$ cat src/rtl/uart_rx_fifo_wr.sv
// UART receiver (8N1, or 8E1 when RX_PARITY_EN is defined) that writes each good byte
// into a downstream FIFO via a one-cycle wen strobe and flags dropped bytes in a sticky overflow bit.
module uart_rx_fifo_wr #(
    parameter int CLKS_PER_BIT = 16
) (
    input  logic       clk,
    input  logic       reset_n,
    input  logic       rx,
    input  logic       full,
    input  logic       ovf_clr,
    output logic       wen,
    output logic [7:0] din,
    output logic       frame_err,
    output logic       overflow,
`ifdef RX_PARITY_EN
    output logic       parity_err,
`endif
    output logic       busy
);

    localparam int TW = $clog2(CLKS_PER_BIT);
    localparam logic [TW-1:0] HALF_LAST = TW'(CLKS_PER_BIT / 2 - 1);
    localparam logic [TW-1:0] BIT_LAST  = TW'(CLKS_PER_BIT - 1);

    generate
        if (CLKS_PER_BIT < 4 || (CLKS_PER_BIT % 2) != 0) begin : g_bad_param
            $error("CLKS_PER_BIT must be even and at least 4");
        end
    endgenerate

`ifdef RX_PARITY_EN
    typedef enum logic [2:0] {IDLE, START, DATA, PARITY, STOP, WAIT_HI} state_t;
`else
    typedef enum logic [2:0] {IDLE, START, DATA, STOP, WAIT_HI} state_t;
`endif

    logic [1:0]    sync_reg;
    logic          rxs;
    state_t        state_reg, state_next;
    logic [TW-1:0] timer_reg, timer_next;
    logic [3:0]    bitcnt_reg, bitcnt_next;
    logic [7:0]    shift_reg, shift_next;
    logic          wen_reg, wen_next;
    logic [7:0]    din_reg, din_next;
    logic          ferr_reg, ferr_next;
    logic          ovf_reg, ovf_next;
    logic          accept;
    logic          ovf_set;
`ifdef RX_PARITY_EN
    logic          pbit_reg, pbit_next;
    logic          perr_reg, perr_next;
`endif

    // Synchronizer resets to the idle-high line level so reset never fakes a start bit.
    assign rxs = sync_reg[1];

    always_ff @(posedge clk) begin
        if (!reset_n) begin
            sync_reg   <= 2'b11;
            state_reg  <= IDLE;
            timer_reg  <= '0;
            bitcnt_reg <= '0;
            shift_reg  <= '0;
            wen_reg    <= 1'b0;
            din_reg    <= 8'h00;
            ferr_reg   <= 1'b0;
            ovf_reg    <= 1'b0;
`ifdef RX_PARITY_EN
            pbit_reg   <= 1'b0;
            perr_reg   <= 1'b0;
`endif
        end else begin
            sync_reg   <= {sync_reg[0], rx};
            state_reg  <= state_next;
            timer_reg  <= timer_next;
            bitcnt_reg <= bitcnt_next;
            shift_reg  <= shift_next;
            wen_reg    <= wen_next;
            din_reg    <= din_next;
            ferr_reg   <= ferr_next;
            ovf_reg    <= ovf_next;
`ifdef RX_PARITY_EN
            pbit_reg   <= pbit_next;
            perr_reg   <= perr_next;
`endif
        end
    end

    always_comb begin
        state_next  = state_reg;
        timer_next  = timer_reg + 1'b1;
        bitcnt_next = bitcnt_reg;
        shift_next  = shift_reg;
        wen_next    = 1'b0;
        din_next    = din_reg;
        ferr_next   = 1'b0;
        ovf_next    = ovf_reg;
        accept      = 1'b0;
        ovf_set     = 1'b0;
`ifdef RX_PARITY_EN
        pbit_next   = pbit_reg;
        perr_next   = 1'b0;
`endif

        case (state_reg)
            IDLE: begin
                timer_next = '0;
                if (!rxs) begin
                    state_next = START;
                end
            end
            // Half-bit wait centres every later sample in its bit cell.
            START: begin
                if (timer_reg == HALF_LAST) begin
                    timer_next  = '0;
                    bitcnt_next = '0;
                    state_next  = rxs ? IDLE : DATA;
                end
            end
            DATA: begin
                if (timer_reg == BIT_LAST) begin
                    timer_next  = '0;
                    shift_next  = {rxs, shift_reg[7:1]};
                    bitcnt_next = bitcnt_reg + 4'd1;
                    if (bitcnt_reg == 4'd7) begin
`ifdef RX_PARITY_EN
                        state_next = PARITY;
`else
                        state_next = STOP;
`endif
                    end
                end
            end
`ifdef RX_PARITY_EN
            PARITY: begin
                if (timer_reg == BIT_LAST) begin
                    timer_next = '0;
                    pbit_next  = rxs;
                    state_next = STOP;
                end
            end
`endif
            STOP: begin
                if (timer_reg == BIT_LAST) begin
                    timer_next = '0;
                    if (rxs) begin
                        state_next = IDLE;
`ifdef RX_PARITY_EN
                        // Even parity: data plus parity bit must hold an even count of ones.
                        if (^{shift_reg, pbit_reg}) begin
                            perr_next = 1'b1;
                        end else begin
                            accept = 1'b1;
                        end
`else
                        accept = 1'b1;
`endif
                    end else begin
                        ferr_next  = 1'b1;
                        state_next = WAIT_HI;
                    end
                end
            end
            WAIT_HI: begin
                timer_next = '0;
                if (rxs) begin
                    state_next = IDLE;
                end
            end
            default: begin
                state_next = IDLE;
                timer_next = '0;
            end
        endcase

        if (accept) begin
            if (full) begin
                ovf_set = 1'b1;
            end else begin
                wen_next = 1'b1;
                din_next = shift_reg;
            end
        end

        // A drop in the same cycle as a clear must leave the flag set.
        if (ovf_set) begin
            ovf_next = 1'b1;
        end else if (ovf_clr) begin
            ovf_next = 1'b0;
        end
    end

    assign wen       = wen_reg;
    assign din       = din_reg;
    assign frame_err = ferr_reg;
    assign overflow  = ovf_reg;
    assign busy      = (state_reg != IDLE);
`ifdef RX_PARITY_EN
    assign parity_err = perr_reg;
`endif

endmodule
$ cat config.mk
export PLATFORM = sky130hd
export DESIGN_NAME = uart_rx_fifo_wr
export DESIGN_NICKNAME = d
export VERILOG_FILES = /design/src/rtl/uart_rx_fifo_wr.sv
export SDC_FILE = /design/constraint.sdc
export NUM_CORES = 1
export LEC_CHECK = 0
export ABC_CLOCK_PERIOD_IN_PS = 5050
export CORE_MARGIN = 3
export CORE_UTILIZATION = 53
export CTS_CLUSTER_DIAMETER = 120
export DETAILED_ROUTE_END_ITERATION = 7
export PLACE_DENSITY = 0.77
export SYNTH_ARGS = -nofsm -noshare
export SYNTH_HDL_FRONTEND = slang
export SYNTH_SLANG_ARGS = --single-unit
$ cat constraint.sdc
create_clock -name clk -period 5.05 [get_ports clk]
set_clock_uncertainty 0.05 [all_clocks]
set_input_delay 1.01 -clock clk [delete_from_list [all_inputs] [get_ports clk]]
set_output_delay 1.01 -clock clk [all_outputs]
set_load 0.01 [all_outputs]
==> results by group, run 1 <==
Timing
  • Final hold violations: 0
  • Endpoints failing setup: 0
  • Worst-Margin Slew: 0.9512 ns
  • Slack of the critical path: 2.323 ns
  • TNS Setup: 0 ns
  • Slew Viols, Final: 0
  • Final min period: 2.727 ns
  • Slew headroom: 36.39%
  • Highest clock rate: 366.8 MHz
  • RSZ-0062 raised after global routing: false
  • Final Hold Slack: 0.3611 ns
  • Final Cycle Share: 53.99%

Cells and area
  • Post-route core utilization: 68.59%
  • ANT cells: 0
  • Share of cells above drive strength 1: 6.832%
  • Layout filler cell count: 202
  • Layout area overhead: 17.36%
  • Storage cell area: 640.6 sq um
  • Total Nets Final: 167
  • Multi-input gate area: 688.2 sq um

Critical path
  • Crit path capture type: output pin
  • Crit path from: state_reg[2]
  • Worst Reg-to-Reg Cells: 4
  • Worst Setup Start Kind: flip-flop
  • Worst endpoint required time: 3.99 ns
  • R2R Path Start: state_reg[1]
  • Max incr delay on CP: 0.48 ns
  • Reg2reg end: bitcnt_reg[3]
  • Worst EP arrival: 1.67 ns
  • Reg2Reg Setup Slack: 3.14 ns
  • Worst-path fanout max: 13
  • Worst-path cell chain: or3_1 > clkdlybuf4s50_1
  • Crit-path slowest cell: clkdlybuf4s50_1
  • Crit path kind: flip-flop to output pin
  • Critical Path Sink: busy

Clock network
  • Post-CTS sizing: 0
  • Hold_buf cts: 0
  • CTS Sinks: 32
  • Clk_lat worst skew: 0.33 ns
  • Setup Fix Bufs, Post-CTS: 0
  • Clk slew on worst S/H paths: 0.09 ns
  • Htree depth: 2
  • CTS tree: done
  • CTS root buf: clkbuf_4
  • Clock Path Buffers: 2
  • CTS Buf Count: 5

GRT
  • Initial antenna violation count: 0
  • Total GRT Usage: 18.08%
  • First-pass GRT wire length: 4422 microns
  • GR Overflow Total: 0
  • Vias in the first global route: 980
  • Largest net degree at the start of global routing: 36

Power and ir drop
  • NetSw: 122.9 uW
  • Clock network power share: 31.0%
  • Sw frac: 25.41%
  • Static Leakage: 0.0005359 uW
  • Worst vdd ir: 0.2272 mV
  • Final Power: 483.4 uW
  • Power share of the combinational group: 13.7%
  • P_int: 360.6 uW
  • Seq pwr share: 55.3%
  • PwrDens: 304.0 mW/mm^2

Run
  • Max-Cap Viols: 0

Yosys
  • Synthesized instance count: 144
  • Synthesized Nets: 151
  • Mapped cell area: 0.001355 sq mm
  • Synth Register Bits: 32
  • Sequential fraction of the synthesis area: 47.28%
  • Synth cell types: 35
  • Synth Warn #: 0
  • Syn avg cell area: 9.410 sq um

Routing
  • DR iter-0 viols: 16
  • Drt pass-1 iters: 4
  • Post-Route WL: 2506 microns
  • Drc violations: 0
  • Post-DR wirelength/cell: 13.26 microns
  • Vias/cell: 5.508
  • ANT nets after route: 0
  • DR vias: 1041

Floorplanning
  • Initial Util: 58.45%
  • CORE AREA: 0.002318 sq mm
  • Die width: 56.57 microns
  • Die Y: 56.57 microns
  • # IOs: 17
  • Area of the die: 0.003200 sq mm
  • Std cell rows: 17

Worst hold path
  • Hold Path Class: flip-flop to flip-flop
  • Hold Startpoint: sync_reg[0]

Placement
  • Post-Place Setup Slack: 2.150 ns
  • Placer congestion estimate: 0.7154
  • Port bufs: 16

Run status
  • Status: completed
power by group through the flow:
stage          clock network, uW  registers [uW]  logic (uW)
6_report                     150             267        66.1
3_3_place_gp                   0             273        65.9
3_5_place_dp                   0             273        65.8
4_1_cts                      156             267        66.2
2_1_floorplan                  0             265        57.1
5_1_grt                      169             270        73.4
critical path, delay by kind of cell, from the launching register on:
kind | cells | cell delay [ns]
buffers and inverters | 1 | 0.48
flip-flops | 1 | 0.46
AND/OR/NAND/NOR | 1 | 0.40
cells in the mapped netlist, drive strengths merged:
library cell | instances | area share, %
a311o | 1 | 0.74
a21boi | 10 | 5.5
nor3b | 1 | 0.55
and3 | 1 | 0.46
nand4 | 2 | 0.92
o21ai | 1 | 0.37
nor3 | 2 | 0.74
o21a | 2 | 1.1
nand3 | 5 | 1.8
mux2i | 12 | 8.9
nor2 | 5 | 1.4
nand2b | 3 | 1.4
xnor2 | 2 | 1.3
buf | 3 | 1.0
mux2 | 1 | 0.83
o211ai | 1 | 0.55
nand3b | 2 | 1.1
a21oi | 1 | 0.37
clkbuf | 5 | 1.4
xor2 | 2 | 1.3
and2 | 3 | 1.4
or3b | 1 | 0.65
or4b | 1 | 0.74
or3 | 1 | 0.46
ha | 2 | 1.8
dfxtp | 32 | 47
and4 | 1 | 0.65
nand4b | 1 | 0.65
nand2 | 26 | 7.2
nor4b | 1 | 0.65
a211oi | 1 | 0.92
nor4 | 1 | 0.46
nor4bb | 1 | 0.74
nor2b | 10 | 4.6
cells by family after synthesis:
| logic type | share of synthesized area (%) |
|---|---|
| AND/OR/NAND/NOR | 26.59 |
| flip-flops | 47.28 |
| AO/OA/AOI/OAI | 9.602 |
| multiplexers | 9.696 |
| buffers and inverters | 2.401 |
| XOR/XNOR | 2.586 |
| adder cells (fa/ha/maj) | 1.846 |
worst min path at each step:
stage                  endpoint  slack (ns)  cells after the start
floorplan           sync_reg[1]        0.34                      1
global placement    sync_reg[1]        0.34                      1
detailed placement  sync_reg[1]        0.34                      1
CTS                 sync_reg[1]        0.36                      1
global route        sync_reg[1]        0.39                      1
finish              sync_reg[1]        0.36                      1
cell usage in the layout, fill, tap and decap left out, drive strengths merged, types with 2 or more instances in the layout:
| cell type | n |
|---|---|
| ha | 2 |
| nand3b | 2 |
| clkbuf | 8 |
| mux2i | 12 |
| nor3 | 2 |
| o21a | 2 |
| nand2 | 26 |
| dfxtp | 32 |
| clkdlybuf4s50 | 16 |
| xnor2 | 2 |
| nor2b | 10 |
| nand2b | 3 |
| and2 | 3 |
| a21boi | 10 |
| nand4 | 2 |
| nand3 | 5 |
| xor2 | 2 |
| nor2 | 5 |
layer usage:
layer | track usage (%) | part of all wire [%] | vias up
li1 | - | - | 530
met1 | 22.30 | 48 | 482
met2 | 26.90 | 45 | 23
met3 | 8.736 | 5.5 | 6
met4 | 7.119 | 1.8 | 0
met5 | 0 | 0 | -
final cells by class:
class / count / share of cell area, %
flip-flops and latches: 32 / 40.28
repair buffers: 17 / 10.54
well taps: 28 / 2.203
multi-input cells: 104 / 43.27
clock buffers: 8 / 3.698
metrics by stage:
step           std cells  instance area, sq um
2_1_floorplan        144                  1355
3_3_place_gp         181                  1531
3_5_place_dp         181                  1531
4_1_cts              189                  1590
5_1_grt              189                  1590
6_report             189                  1590
Power figures use the tool's default switching activity.
==> run 2, diff against run 1 <==
--- a/config.mk
+++ b/config.mk
@@ -5,7 +5,7 @@
 export SDC_FILE = /design/constraint.sdc
 export NUM_CORES = 1
 export LEC_CHECK = 0
-export ABC_CLOCK_PERIOD_IN_PS = 5050
+export ABC_CLOCK_PERIOD_IN_PS = 2700
 export CORE_MARGIN = 3
 export CORE_UTILIZATION = 53
 export CTS_CLUSTER_DIAMETER = 120
==> constraint.sdc (replaced) <==
create_clock -name clk -period 2.7 [get_ports clk]
set_clock_uncertainty 0.05 [all_clocks]
set_input_delay 0.54 -clock clk [delete_from_list [all_inputs] [get_ports clk]]
set_output_delay 0.54 -clock clk [all_outputs]
set_load 0.01 [all_outputs]
==> run 2 against run 1 <==
  * Sequential share of layout area fell by 0.62 points
  * First-iteration DRC count up 13%
  * Sequential power up 87%
  * Critical path type unchanged
==> results by group, run 2 (synthesized netlist as in run 1, its figures left out) <==
Run status
  • Status: completed

Routing
  • Vias/cell: 5.421
  • Drc violations: 0
  • DR vias: 1030
  • ANT nets after route: 0
  • Post-Route WL: 2396 microns
  • Drt pass-1 iters: 4
  • DR iter-0 viols: 18
  • Post-DR wirelength/cell: 12.61 microns

Cells and area
  • Most frequent cells in the layout: dfxtp_1, nand2_1, clkdlybuf4s50_1, mux2i_1
  • ANT cells: 0
  • Layout area overhead: 19.21%
  • Finished Layout Cells: 190
  • Total Nets Final: 168
  • Multi-input gate area: 688.2 sq um
  • Most common cell after layout, fill and taps aside: dfxtp_1
  • Layout filler cell count: 186
  • Post-route core utilization: 69.67%
  • Storage cell area: 640.6 sq um
  • Share of cells above drive strength 1: 8.025%

Floorplanning
  • Initial Util: 58.45%
  • CORE AREA: 0.002318 sq mm
  • Die width: 56.57 microns
  • Std cell rows: 17
  • Area of the die: 0.003200 sq mm
  • # IOs: 17
  • Die Y: 56.57 microns

Critical path
  • Worst Setup Start Kind: flip-flop
  • Max incr delay on CP: 0.48 ns
  • R2R Path Start: state_reg[1]
  • Worst EP arrival: 1.66 ns
  • Worst-path cell chain: or3_1 > clkdlybuf4s50_1
  • Crit path capture type: output pin
  • Crit path kind: flip-flop to output pin
  • Crit path from: state_reg[2]
  • Crit-path slowest cell: clkdlybuf4s50_1
  • Worst endpoint required time: 2.11 ns
  • Worst-path fanout max: 13

Placement
  • Dpl cells: 182
  • Detailed placement HPWL: 1716 microns
  • Port bufs: 16
  • Placer congestion estimate: 0.7931

Timing
  • Final min period: 2.254 ns
  • Highest clock rate: 443.6 MHz
  • Endpoints failing setup: 0
  • Slew headroom: 67.00%
  • RSZ-0062 raised after global routing: false
  • Final Cycle Share: 83.49%
  • TNS Setup: 0 ns
  • Worst-Margin Slew: 0.4943 ns
  • Final hold violations: 0
  • Slew Viols, Final: 0

Worst hold path
  • Hold Startpoint: sync_reg[0]
  • Hold Path Class: flip-flop to flip-flop

Clock network
  • CTS root buf: clkbuf_4
  • CTS Sinks: 32
  • Hold_buf cts: 0
  • Clock Path Buffers: 2
  • Clk slew on worst S/H paths: 0.09 ns
  • Clk_lat worst skew: 0.32 ns
  • CTS tree: done
  • Htree depth: 2
  • CTS Buf Count: 5
  • Post-CTS sizing: 0
  • Setup Fix Bufs, Post-CTS: 0

GRT
  • Initial antenna violation count: 0
  • GR Overflow Total: 0
  • First-pass GRT wire length: 4353 microns
  • Vias in the first global route: 994
  • Total GRT Usage: 17.34%
  • Largest net degree at the start of global routing: 24

Power and ir drop
  • Final Power: 972.8 uW
  • PwrDens: 602.3 mW/mm^2
  • Static Leakage: 0.0005503 uW
  • Worst vdd ir: 0.5641 mV

Run
  • Max-Cap Viols: 0
==> run 2: cell types whose count changed in the layout (fill, tap and decap cells not counted), sizes merged <==
| cell | previous run | this run |
|---|---|---|
| clkbuf | 8 | 6 |
| buf | 1 | 2 |
| bufinv | 0 | 1 |
| clkinv | 0 | 1 |
==> run 2: metal layers <==
layer | global-route usage, % | wire (microns) | part of all wire, %
met5 | 0 | 0 | 0
met4 | 8.136 | 63 | 2.6
met3 | 5.287 | 104 | 4.3
met2 | 25.91 | 1023 | 43
met1 | 22.63 | 1205 | 50
==> run 2: area by class of cell <==
type	count	area share, %
multi-input cells	104	42.60
repair buffers	18	10.84
well taps	28	2.169
flip-flops and latches	32	39.66
clock inverters	2	2.169
clock buffers	6	2.556
==> run 2: per-stage QoR <==
| step | hold slack, ns | instance area (sq um) | setup WS (ns) |
|---|---|---|---|
| global placement | 0.3465 | 1539 | 0.7744 |
| CTS | 0.3798 | 1615 | 0.4319 |
| detailed placement | 0.3575 | 1539 | 0.7457 |
| finish | 0.3768 | 1615 | 0.4457 |
| global route | 0.3937 | 1615 | 0.3653 |
| floorplan | 0.3363 | 1355 | 1.043 |
==> run 2: final timing paths <==
path | to | cells after the start | slack [ns]
setup reg to reg | timer_reg[3] | 4 | 0.79
hold / removal | sync_reg[1] | 1 | 0.38
hold reg to reg | sync_reg[1] | 1 | 0.38
setup / recovery | busy | 2 | 0.45
==> run 2: critical path, delay by kind of cell (launching register included) <==
family                 cells  cell delay [ns]
AND/OR/NAND/NOR            1             0.40
buffers and inverters      1             0.48
flip-flops                 1             0.47
==> run 2: where the power goes <==
part | switching, uW | internal [uW]
combinational | 60.4 | 65.0
clock | 154 | 194
sequential | 18.0 | 482
total | 232 | 741
